`src/rtl/mem_copy_engine.sv`:
```
// Word-by-word memory copy engine: READ/WRITE alternation per 32-bit word, done pulse on completion or rejection.
// Optional fill mode (constant pattern, one cycle per word) is enabled by defining MEM_COPY_FILL_EN.
module mem_copy_engine #(
  parameter int LEN_W  = 16,
  parameter int ADDR_W = 32
) (
  input  logic              clk,
  input  logic              rst,
  input  logic              start,
  input  logic [ADDR_W-1:0] src_addr,
  input  logic [ADDR_W-1:0] dst_addr,
  input  logic [LEN_W-1:0]  len_words,
`ifdef MEM_COPY_FILL_EN
  input  logic              fill,
  input  logic [31:0]       fill_pattern,
`endif
  output logic [ADDR_W-1:0] mem_addr,
  output logic [31:0]       mem_wd,
  output logic              mem_we,
  input  logic [31:0]       mem_rd,
  output logic              busy,
  output logic              done,
  output logic              err,
  output logic [1:0]        dbg_state
);

  typedef enum logic [1:0] {
    S_IDLE   = 2'd0,
    S_READ   = 2'd1,
    S_WRITE  = 2'd2,
    S_FINISH = 2'd3
  } state_t;

  state_t            state_q, state_d;
  logic [ADDR_W-1:0] src_q, src_d;
  logic [ADDR_W-1:0] dst_q, dst_d;
  logic [LEN_W-1:0]  cnt_q, cnt_d;
  logic [31:0]       data_q, data_d;
  logic              fill_q, fill_d;
  logic              err_q, err_d;
  logic [ADDR_W-1:0] mem_addr_q, mem_addr_d;
  logic [31:0]       mem_wd_q, mem_wd_d;
  logic              mem_we_q, mem_we_d;
  logic              busy_q, busy_d;
  logic              done_q, done_d;

  logic              fill_req;
  logic [31:0]       fill_pat;
  logic              bad_start;

`ifdef MEM_COPY_FILL_EN
  assign fill_req = fill;
  assign fill_pat = fill_pattern;
`else
  assign fill_req = 1'b0;
  assign fill_pat = 32'd0;
`endif

  // Source alignment is irrelevant when filling, since nothing is read.
  assign bad_start = (dst_addr[1:0] != 2'b00) ||
                     (!fill_req && (src_addr[1:0] != 2'b00));

  always_comb begin
    state_d    = state_q;
    src_d      = src_q;
    dst_d      = dst_q;
    cnt_d      = cnt_q;
    data_d     = data_q;
    fill_d     = fill_q;
    err_d      = err_q;
    mem_addr_d = '0;
    mem_wd_d   = '0;
    mem_we_d   = 1'b0;
    busy_d     = 1'b0;
    done_d     = 1'b0;

    unique case (state_q)
      S_IDLE: begin
        if (start) begin
          src_d  = src_addr;
          dst_d  = dst_addr;
          cnt_d  = len_words;
          fill_d = fill_req;
          data_d = fill_req ? fill_pat : 32'd0;
          err_d  = bad_start;
          if (bad_start || (len_words == '0)) state_d = S_FINISH;
          else if (fill_req)                  state_d = S_WRITE;
          else                                state_d = S_READ;
        end
      end
      S_READ: begin
        data_d  = mem_rd;
        state_d = S_WRITE;
      end
      S_WRITE: begin
        dst_d = dst_q + ADDR_W'(4);
        if (!fill_q) src_d = src_q + ADDR_W'(4);
        cnt_d = cnt_q - LEN_W'(1);
        if (cnt_q == LEN_W'(1)) state_d = S_FINISH;
        else if (fill_q)        state_d = S_WRITE;
        else                    state_d = S_READ;
      end
      default: state_d = S_IDLE;
    endcase

    // Port outputs are registered from the next state so mem_we is a clean flop output.
    unique case (state_d)
      S_READ: begin
        mem_addr_d = src_d;
        busy_d     = 1'b1;
      end
      S_WRITE: begin
        mem_addr_d = dst_d;
        mem_wd_d   = data_d;
        mem_we_d   = 1'b1;
        busy_d     = 1'b1;
      end
      S_FINISH: done_d = 1'b1;
      default: ;
    endcase
  end

  always_ff @(posedge clk) begin
    if (rst) begin
      state_q    <= S_IDLE;
      src_q      <= '0;
      dst_q      <= '0;
      cnt_q      <= '0;
      data_q     <= '0;
      fill_q     <= 1'b0;
      err_q      <= 1'b0;
      mem_addr_q <= '0;
      mem_wd_q   <= '0;
      mem_we_q   <= 1'b0;
      busy_q     <= 1'b0;
      done_q     <= 1'b0;
    end else begin
      state_q    <= state_d;
      src_q      <= src_d;
      dst_q      <= dst_d;
      cnt_q      <= cnt_d;
      data_q     <= data_d;
      fill_q     <= fill_d;
      err_q      <= err_d;
      mem_addr_q <= mem_addr_d;
      mem_wd_q   <= mem_wd_d;
      mem_we_q   <= mem_we_d;
      busy_q     <= busy_d;
      done_q     <= done_d;
    end
  end

  assign mem_addr  = mem_addr_q;
  assign mem_wd    = mem_wd_q;
  assign mem_we    = mem_we_q;
  assign busy      = busy_q;
  assign done      = done_q;
  assign err       = err_q;
  assign dbg_state = state_q;

endmodule

```
`config.mk`:
```
export PLATFORM = sky130hd
export DESIGN_NAME = mem_copy_engine
export DESIGN_NICKNAME = d
export VERILOG_FILES = /design/src/rtl/mem_copy_engine.sv
export SDC_FILE = /design/constraint.sdc
export NUM_CORES = 1
export LEC_CHECK = 0
export CORE_UTILIZATION = 40
export CTS_CLUSTER_SIZE = 30
export DETAILED_ROUTE_END_ITERATION = 8
export DONT_BUFFER_PORTS = 1
export HOLD_SLACK_MARGIN = 0.06
export PLACE_DENSITY = 0.52
export SLEW_MARGIN = 20
export SYNTH_ARGS = -nofsm -noshare
export SYNTH_HDL_FRONTEND = slang
export SYNTH_SLANG_ARGS = --single-unit
```
`constraint.sdc`:
```
create_clock -name clk -period 5.7 [get_ports clk]
set_input_delay 0.57 -clock clk [delete_from_list [all_inputs] [get_ports clk]]
set_output_delay 0.57 -clock clk [all_outputs]
set_load 0.005 [all_outputs]
```
== Word-level counts from Yosys, hierarchy flattened ==
Cells that the tools add are included.

* Flip-flop bits (word level): 182
* Bits of input ports: 115
* Output and inout port bits: 70
* Logic and storage cells: 49

* Add/sub/neg operators: 3
* Equality and inequality tests: 7
* Muxes and demuxes: 16
* Bitwise gates (word level): 1
* Reduce and logical (&&, ||, !) cells: 11

{| class="wikitable"
|+ Operators with widths
! cell !! number
|-
| $pmux W32 S2 || 4
|-
| $mux W32 || 3
|-
| $add A32 B3 Y32 const B || 2
|-
| $pmux W16 S2 || 1
|-
| $eq A16 B1 Y1 const B || 1
|-
| $logic_not A16 Y1 || 1
|-
| $mux W16 || 1
|-
| $sub A16 B1 Y16 const B || 1
|-
| $eq A2 B2 Y1 const B || 3
|-
| $mux W2 || 3
|-
| $pmux W2 S3 || 1
|-
| $reduce_bool A2 Y1 || 3
|-
| $eq A2 B1 Y1 const B || 2
|-
| $reduce_and A2 Y1 || 2
|-
| $reduce_or A2 Y1 || 2
|-
| $mux W1 || 3
|-
| $logic_not A2 Y1 || 1
|-
| $logic_or A1 B1 Y1 || 2
|-
| $ne A2 B2 Y1 const B || 1
|-
| $not A1 Y1 || 1
|}

== Longest topological paths before layout ==
Gate-level depths: netlist of the first run.

* Depth in word-level cells: 9
* Mapped depth: 8
* Depth with buffers taken out: 7

== Worst setup path before layout of the first run ==
Ideal clock, no wire load.

* Kind: input to register
* Start: input start
* End: register mem_addr_q[13] (netlist: mem_addr[13])
* Setup time: 0.059 ns
* Data arrival time: 1.974 ns
* Required time: 5.641 ns
* Slack: 3.667 ns
* Cell stages on the path: 6
* Buffers on the path: 3
* Cells stage by stage: buf_2 -> o21bai_1 -> clkbuf_1 -> nor3b_1 -> buf_2 -> a22o_1

* Word-level cells in the longest chain between the ends: 4
* Elaborated cells on any way between the ends: 9
* Those cells by class: eq/ne: 2; mux: 7

{| class="wikitable"
|+ RTL lines
! element !! RTL line !! source
|-
| start, declared || 9 || <nowiki>input logic start,</nowiki>
|-
| $mux W2 || 79 || <nowiki>if (start) begin</nowiki>
|-
| $pmux W2 S3 || 77 || <nowiki>unique case (state_q)</nowiki>
|-
| $eq A2 B2 Y1 or $eq A2 B1 Y1 (tied branches) || 107 || <nowiki>unique case (state_d)</nowiki>
|-
| $pmux W32 S2 (*) || 107 ||
|-
| end signal, assigned || 145 || <nowiki>mem_addr_q <= mem_addr_d;</nowiki>
|-
| end, declared || 41 || <nowiki>logic [ADDR_W-1:0] mem_addr_q, mem_addr_d;</nowiki>
|}

Mark *: on every way between the ends. The rest lies on a longest branch, timed or not.
A chain may end at the register's enable or synchronous reset.

== Worst setup path in the final report of the first run ==
* Start: register state_q[1] (netlist: dbg_state[1])
* End: register mem_addr_q[6] (netlist: mem_addr[6])

* Word-level cells in the longest chain between the ends: 4
* Elaborated cells on any way between the ends: 10
* Those cells by class: eq/ne: 4; mux: 5; reduce/logical: 1

{| class="wikitable"
|+ RTL lines
! element !! RTL line !! source
|-
| start, declared || 34 || <nowiki>state_t state_q, state_d;</nowiki>
|-
| start signal, assigned || 138 || <nowiki>state_q <= state_d;</nowiki>
|-
| $eq A2 B2 Y1, or another cell as far along || 77 ||
|-
| $pmux W2 S3 || 77 ||
|-
| $eq A2 B2 Y1 or $eq A2 B1 Y1 (tied branches) || 107 ||
|-
| $pmux W32 S2 (*) || 107 ||
|}

Marks and branches as above.

==> results of run 1 <==
-- cell type report --
type	instances	area, µm²	share of cell area
flip-flops and latches	150	3004	0.3880
multi-input cells	602	3682	0.4756
diodes	2	5.005	0.0006464
clock buffers	20	456.7	0.05899
inverters	16	60.06	0.007757
clock inverters	12	198.9	0.02569
repair buffers	8	60.06	0.007757
well taps	220	275.3	0.03555
-- metal layers --
layer  GRT usage  vias up  routed length, µm
met5           0        -                  0
met4      0.1086        0                497
met3     0.06841       34               1941
met2      0.3880      251              10380
met1      0.3347     3147               9832
li1            -     3042                  -
-- path summary, 6_finish.rpt --
check | startpoint | to | cells after the start
worst min-delay path | rst | dst_q[1] | 1
worst min register to register | src_q[0] | src_q[0] | 2
worst max-delay path | dbg_state[1] | mem_addr[6] | 7
worst max register to register | dbg_state[1] | mem_addr[6] | 7
-- state kept, by name, summed over array words and instances (netlist names) --
register   cells
done           1
dst_q         32
mem_we         1
src_q         32
err            1
busy           1
cnt_q         16
mem_wd        32
mem_addr      32
dbg_state      2
-- worst reg2reg max path, stage by stage, from the launching register on --
cell and delay, ps:
dfxtp_2 730, buf_4 410, nor2b_2 740, buf_4 510
a211oi_1 130, a31oi_1 150, o21ai_0 120, o32ai_1 230
-- cells by family (layout without fill, tap and decap cells) --
group,Yosys count,in the layout
DFF,150,150
AOI/OAI and AO/OA,252,252
buffers and inverters,78,56
and+or+nand+nor,335,335
xor gates and xnor gates,8,8
muxes,3,3
adders and majority gates,4,4
other,0,2
-- cells in the final DEF, fill, tap and decap left out, drive strengths merged, types with 6 or more instances in the layout --
master   instances
or3              7
o2bb2ai          6
o21ai           32
and3            10
a22oi           17
clkbuf          20
o22ai           29
nand2           59
a21oi           59
a311oi           7
dfxtp          150
a22o            10
buf              8
clkinv           8
and4            10
xnor2            6
nand3           28
nor3            29
nor2            74
nor4            26
a211oi          16
nor2b            6
a31oi           14
nand4           17
inv             14
nand2b           7
and2            42
-- per-stage QoR --
stage,util,setup slack [ps],cell area [µm²]
4_1_cts,0.4617,2619,7737
6_report,0.4620,2566,7742
5_1_grt,0.4618,2346,7740
3_3_place_gp,0.4225,2700,7082
3_5_place_dp,0.4225,2637,7082
2_1_floorplan,-,3667,6962
-- where the power goes --
part           internal, W  leakage (nW)  switching, W
combinational     0.000138          1.08      0.000222
clock             0.000801         0.320      0.000457
sequential         0.00114          1.23      0.000111
total              0.00208          2.63      0.000789
==> impl_metrics.toml, run 1 <==
[clock_tree]
htreeDepth = 4
clockRootBuffer = "clkbuf_16"
clk_pin_slew_worst_paths_ps = 60
hold_buffers = 0
cts.sinks = 150
ctsResizeCount = 0
post-cts-setup-buffers = 0
cts_tree = "built"
numCtsBuffers = 17
clk_path_buf_depth = 2
clkLatencyLatePin_ps = 430

[sta]
grt_setup_unrepaired = "false"
fmax_mhz = 319.1
setup_viol = 0
tns_ps = 0
fin_crit_ps = 3134
slew_violations = 0
period_share = 0.5498
tightest_slew_ps = 977.9
finalHoldViolations = 0
clock_skew_ps = 7.733
max_slew_margin = 0.3481
worst_hold_slack_ps = 213.4

[die]
die_area_um2 = 17940
fp.dieW_um = 133.9
dieHeight_um = 133.9
rows = 47
start_util = 0.4154
io_pins = 185
fp.coreArea_um2 = 16760

[logic_synthesis]
yosys.area.top_type_share = 0.4313
synthCells = 830
syn_area_per_cell_um2 = 8.388
synth_fa_ha_area_frac = 0.007189
synth_flop_cell = "dfxtp_1"
synth-compound-area-share = 0.2459
synth_most_common_cell = "dfxtp_1"
syn_nets = 949
synth_largest_area_cell = "dfxtp_1"
synthArstFlopShare = 0
synthDistinctLibCells = 72
synthXorXnorAreaFrac = 0.01006
synthMuxAreaShare = 0.004313
mappedNetlistArea_um2 = 6962
ys_ff_latch = 150
synth_top_family_by_area = "simple AND/OR/NAND/NOR gates"
ys_warn_count = 0
synth-seq-area-share = 0.4313
yosys-top-cells-area = "dfxtp_1, a21oi_1, nor2_1"
synthTopCellsByCount = "dfxtp_1, nor2_1, a21oi_1, nand2_1, clkbuf_1"
synth-edff-count = 0
yosys.area_share.simple = 0.2581

[power]
cellLeakagePower_nw = 2.627
p_total_w = 0.002865
ir_drop_v = 0.0002255
cellPowerDensity_nw_per_um2 = 370.1

[critical_path]
r2r_slack_ps = 2570
arrival_ps = 3460
critPathSlowestCell = "nor2b_2"
cp-start-kind = "register"
cp_cell_sequence = "buf_4, nor2b_2, buf_4, a211oi_1, a31oi_1, o21ai_0, o32ai_1"
criticalPathCategory = "reg -> reg"
cp_num_buf_inv = 2
critPathMaxStageDelay_ps = 740
critPathMaxFanout = 32
cp.required_ps = 6020
critPathTopFamily = "buffers and inverters"
cpMostUsedCell = "buf_4"
worst_setup_path_end_kind = "register"

[global_routing]
grt_pass1_vias = 6171
gr-usage-all-layers = 0.2536
overflow = 0
antenna_found_initial = 1
grt_pass1_wl_um = 34720
grt_max_degree = 86

[placement]
hpwlAfterDp_um = 15360
post-place-cells = 996
port_buffers = 0
gp_congestion = 0.8822

[min_path]
holdCritPathClass = "in -> reg"

[run]
max_cap_viol_count = 0

[cells_and_area]
final.fill_count = 1680
fin_nets = 914
fin_cells = 1030
drive_gt1_frac = 0.06683
syn2layout_area_growth_pct = 11.22

[detailed_routing]
avgRoutedWirePerCell_um = 21.99
drt-pass1-iter-count = 5
drtIter0Drc = 517
vias = 6474
detail-route-antenna-nets = 0
wl_um = 22650
vias_per_cell = 6.285
route.detailed.drc = 0

[outcome]
outcome = "complete, no violations"
No activity file was read; power rests on OpenSTA's default activity.
==> inputs of run 2 (changes only) <==
Clock period 5.7 ns to 3.25 ns, I/O delays scaled along.
==> run 2 against run 1 <==
Compared with the run above: die area stayed put; sequential power is 75% higher; global-route usage is 1.2 points higher; critical path type unchanged; clock skew hardly changed; clock power is 48% higher; first-iteration DRC count is 14% higher; sequential cell count stayed put; utilization is 2.7 points higher; sequential share of layout area is 2.1 points lower.
==> impl_metrics.toml, run 2 (synthesized netlist as in run 1, its figures left out) <==
[placement]
port_buffers = 0
gp_congestion = 0.8603
hpwlAfterDp_um = 16210
place_area_um2 = 7172

[sta]
period_share = 0.7603
fin_crit_ps = 2471
tightest_slew_ps = 794.5
max_slew_margin = 0.4700
fmax_mhz = 404.7
clock_skew_ps = 7.676
slew_violations = 0
setup_viol = 0
grt_setup_unrepaired = "false"
tns_ps = 0
finalHoldViolations = 0

[critical_path]
critPathSlowestCell = "nor3b_2"
cp-start-kind = "register"
arrival_ps = 2820
cp_cell_sequence = "buf_4, nor3b_2, buf_4, buf_4, nand2_1, and2_1, a22oi_1"
worst_setup_path_end_kind = "register"
cp.required_ps = 3600
critPathMaxStageDelay_ps = 610
critPathTopFamily = "simple AND/OR/NAND/NOR gates"
criticalPathCategory = "reg -> reg"
critPathMaxFanout = 20
cp_num_buf_inv = 3
cpMostUsedCell = "buf_4"

[power]
ir_drop_v = 0.0004143
cellPowerDensity_nw_per_um2 = 583.0
p_total_w = 0.004776
cellLeakagePower_nw = 2.832

[cells_and_area]
final_cell_mix = "dfxtp_1, nor2_1, nand2_1, a21oi_1, dlygate4sd3_1"
drive_gt1_frac = 0.07968
multi_input_area_um2 = 3675
syn2layout_area_growth_pct = 17.69
final.fill_count = 1662
final_common_cell = "dfxtp_1"
design_area_um2 = 8193
fin_nets = 972
seqCellArea_um2 = 3004
diodes = 0

[die]
dieHeight_um = 133.9
start_util = 0.4154
rows = 47
fp.dieW_um = 133.9
fp.coreArea_um2 = 16760
io_pins = 185
die_area_um2 = 17940

[detailed_routing]
avgRoutedWirePerCell_um = 21.81
route.detailed.drc = 0
detail-route-antenna-nets = 0
drt-pass1-iter-count = 5
wl_um = 23690
vias = 6796
vias_per_cell = 6.258
drtIter0Drc = 588

[global_routing]
grt_pass1_vias = 6359
overflow = 0
grt_pass1_wl_um = 36180
gr-usage-all-layers = 0.2653
antenna_found_initial = 0
grt_max_degree = 77

[clock_tree]
clk_pin_slew_worst_paths_ps = 70
htreeDepth = 4
clkLatencyLatePin_ps = 430
cts.sinks = 150
clockRootBuffer = "clkbuf_16"
clk_path_buf_depth = 2
numCtsBuffers = 17
cts_tree = "built"

[min_path]
holdCritPathClass = "in -> reg"

[run]
max_cap_viol_count = 0

[outcome]
outcome = "complete, no violations"
run 2: cell count changes in the layout (fill, tap and decap cells not counted), sizes merged, moves of 5 or more:
cell,before,now
dlygate4sd3,0,44
buf,8,22
inv,14,21
bufinv,5,0
run 2: layer usage:
metal	vias to the layer above	global-route usage	part of all wire
met4	0	0.1061	0.020
met5	-	0	0
met2	290	0.4162	0.47
met3	34	0.06274	0.082
met1	3313	0.3502	0.43
li1	3159	-	-
run 2: area by class of cell:
cell class / instances / share of cell area
multi-input combinational: 602 / 0.4485
sequential: 150 / 0.3667
timing repair buffer: 66 / 0.07636
clock buffer: 18 / 0.05360
tap: 220 / 0.03360
clock inverter: 14 / 0.01390
inverter: 16 / 0.007330
run 2: final timing paths:
path	end	start	slack [ps]	cells past startpoint
setup / recovery	mem_addr[28]	dbg_state[0]	780	7
hold / removal	src_q[0]	src_addr[0]	80	2
setup reg to reg	mem_addr[28]	dbg_state[0]	780	7
hold reg to reg	dst_q[1]	dst_q[1]	460	2
run 2: repair_timing:
item                      CTS  global route
hold buffers               45             0
gates resized for setup     0             0
hold endpoints to repair  108             0
buffers inserted            0             0
run 2: where the power goes:
group / switching [W] / total, W / leakage (nW) / internal (W)
clock network: 0.000859 / 0.00187 / 0.267 / 0.00102
logic: 0.000413 / 0.000707 / 1.33 / 0.000294
registers: 0.000199 / 0.00219 / 1.23 / 0.00199
total: 0.00147 / 0.00478 / 2.83 / 0.00330
run 2: stage by stage:
step,instances,util,worst slack [ps],hold slack [ps]
2_1_floorplan,830,-,1218,416.9
3_3_place_gp,1009,0.4279,882.7,402.6
3_5_place_dp,1009,0.4279,820.9,406.3
5_1_grt,1086,0.4888,604.8,70.80
6_report,1086,0.4888,779.0,75.14
4_1_cts,1086,0.4888,801.0,61.78
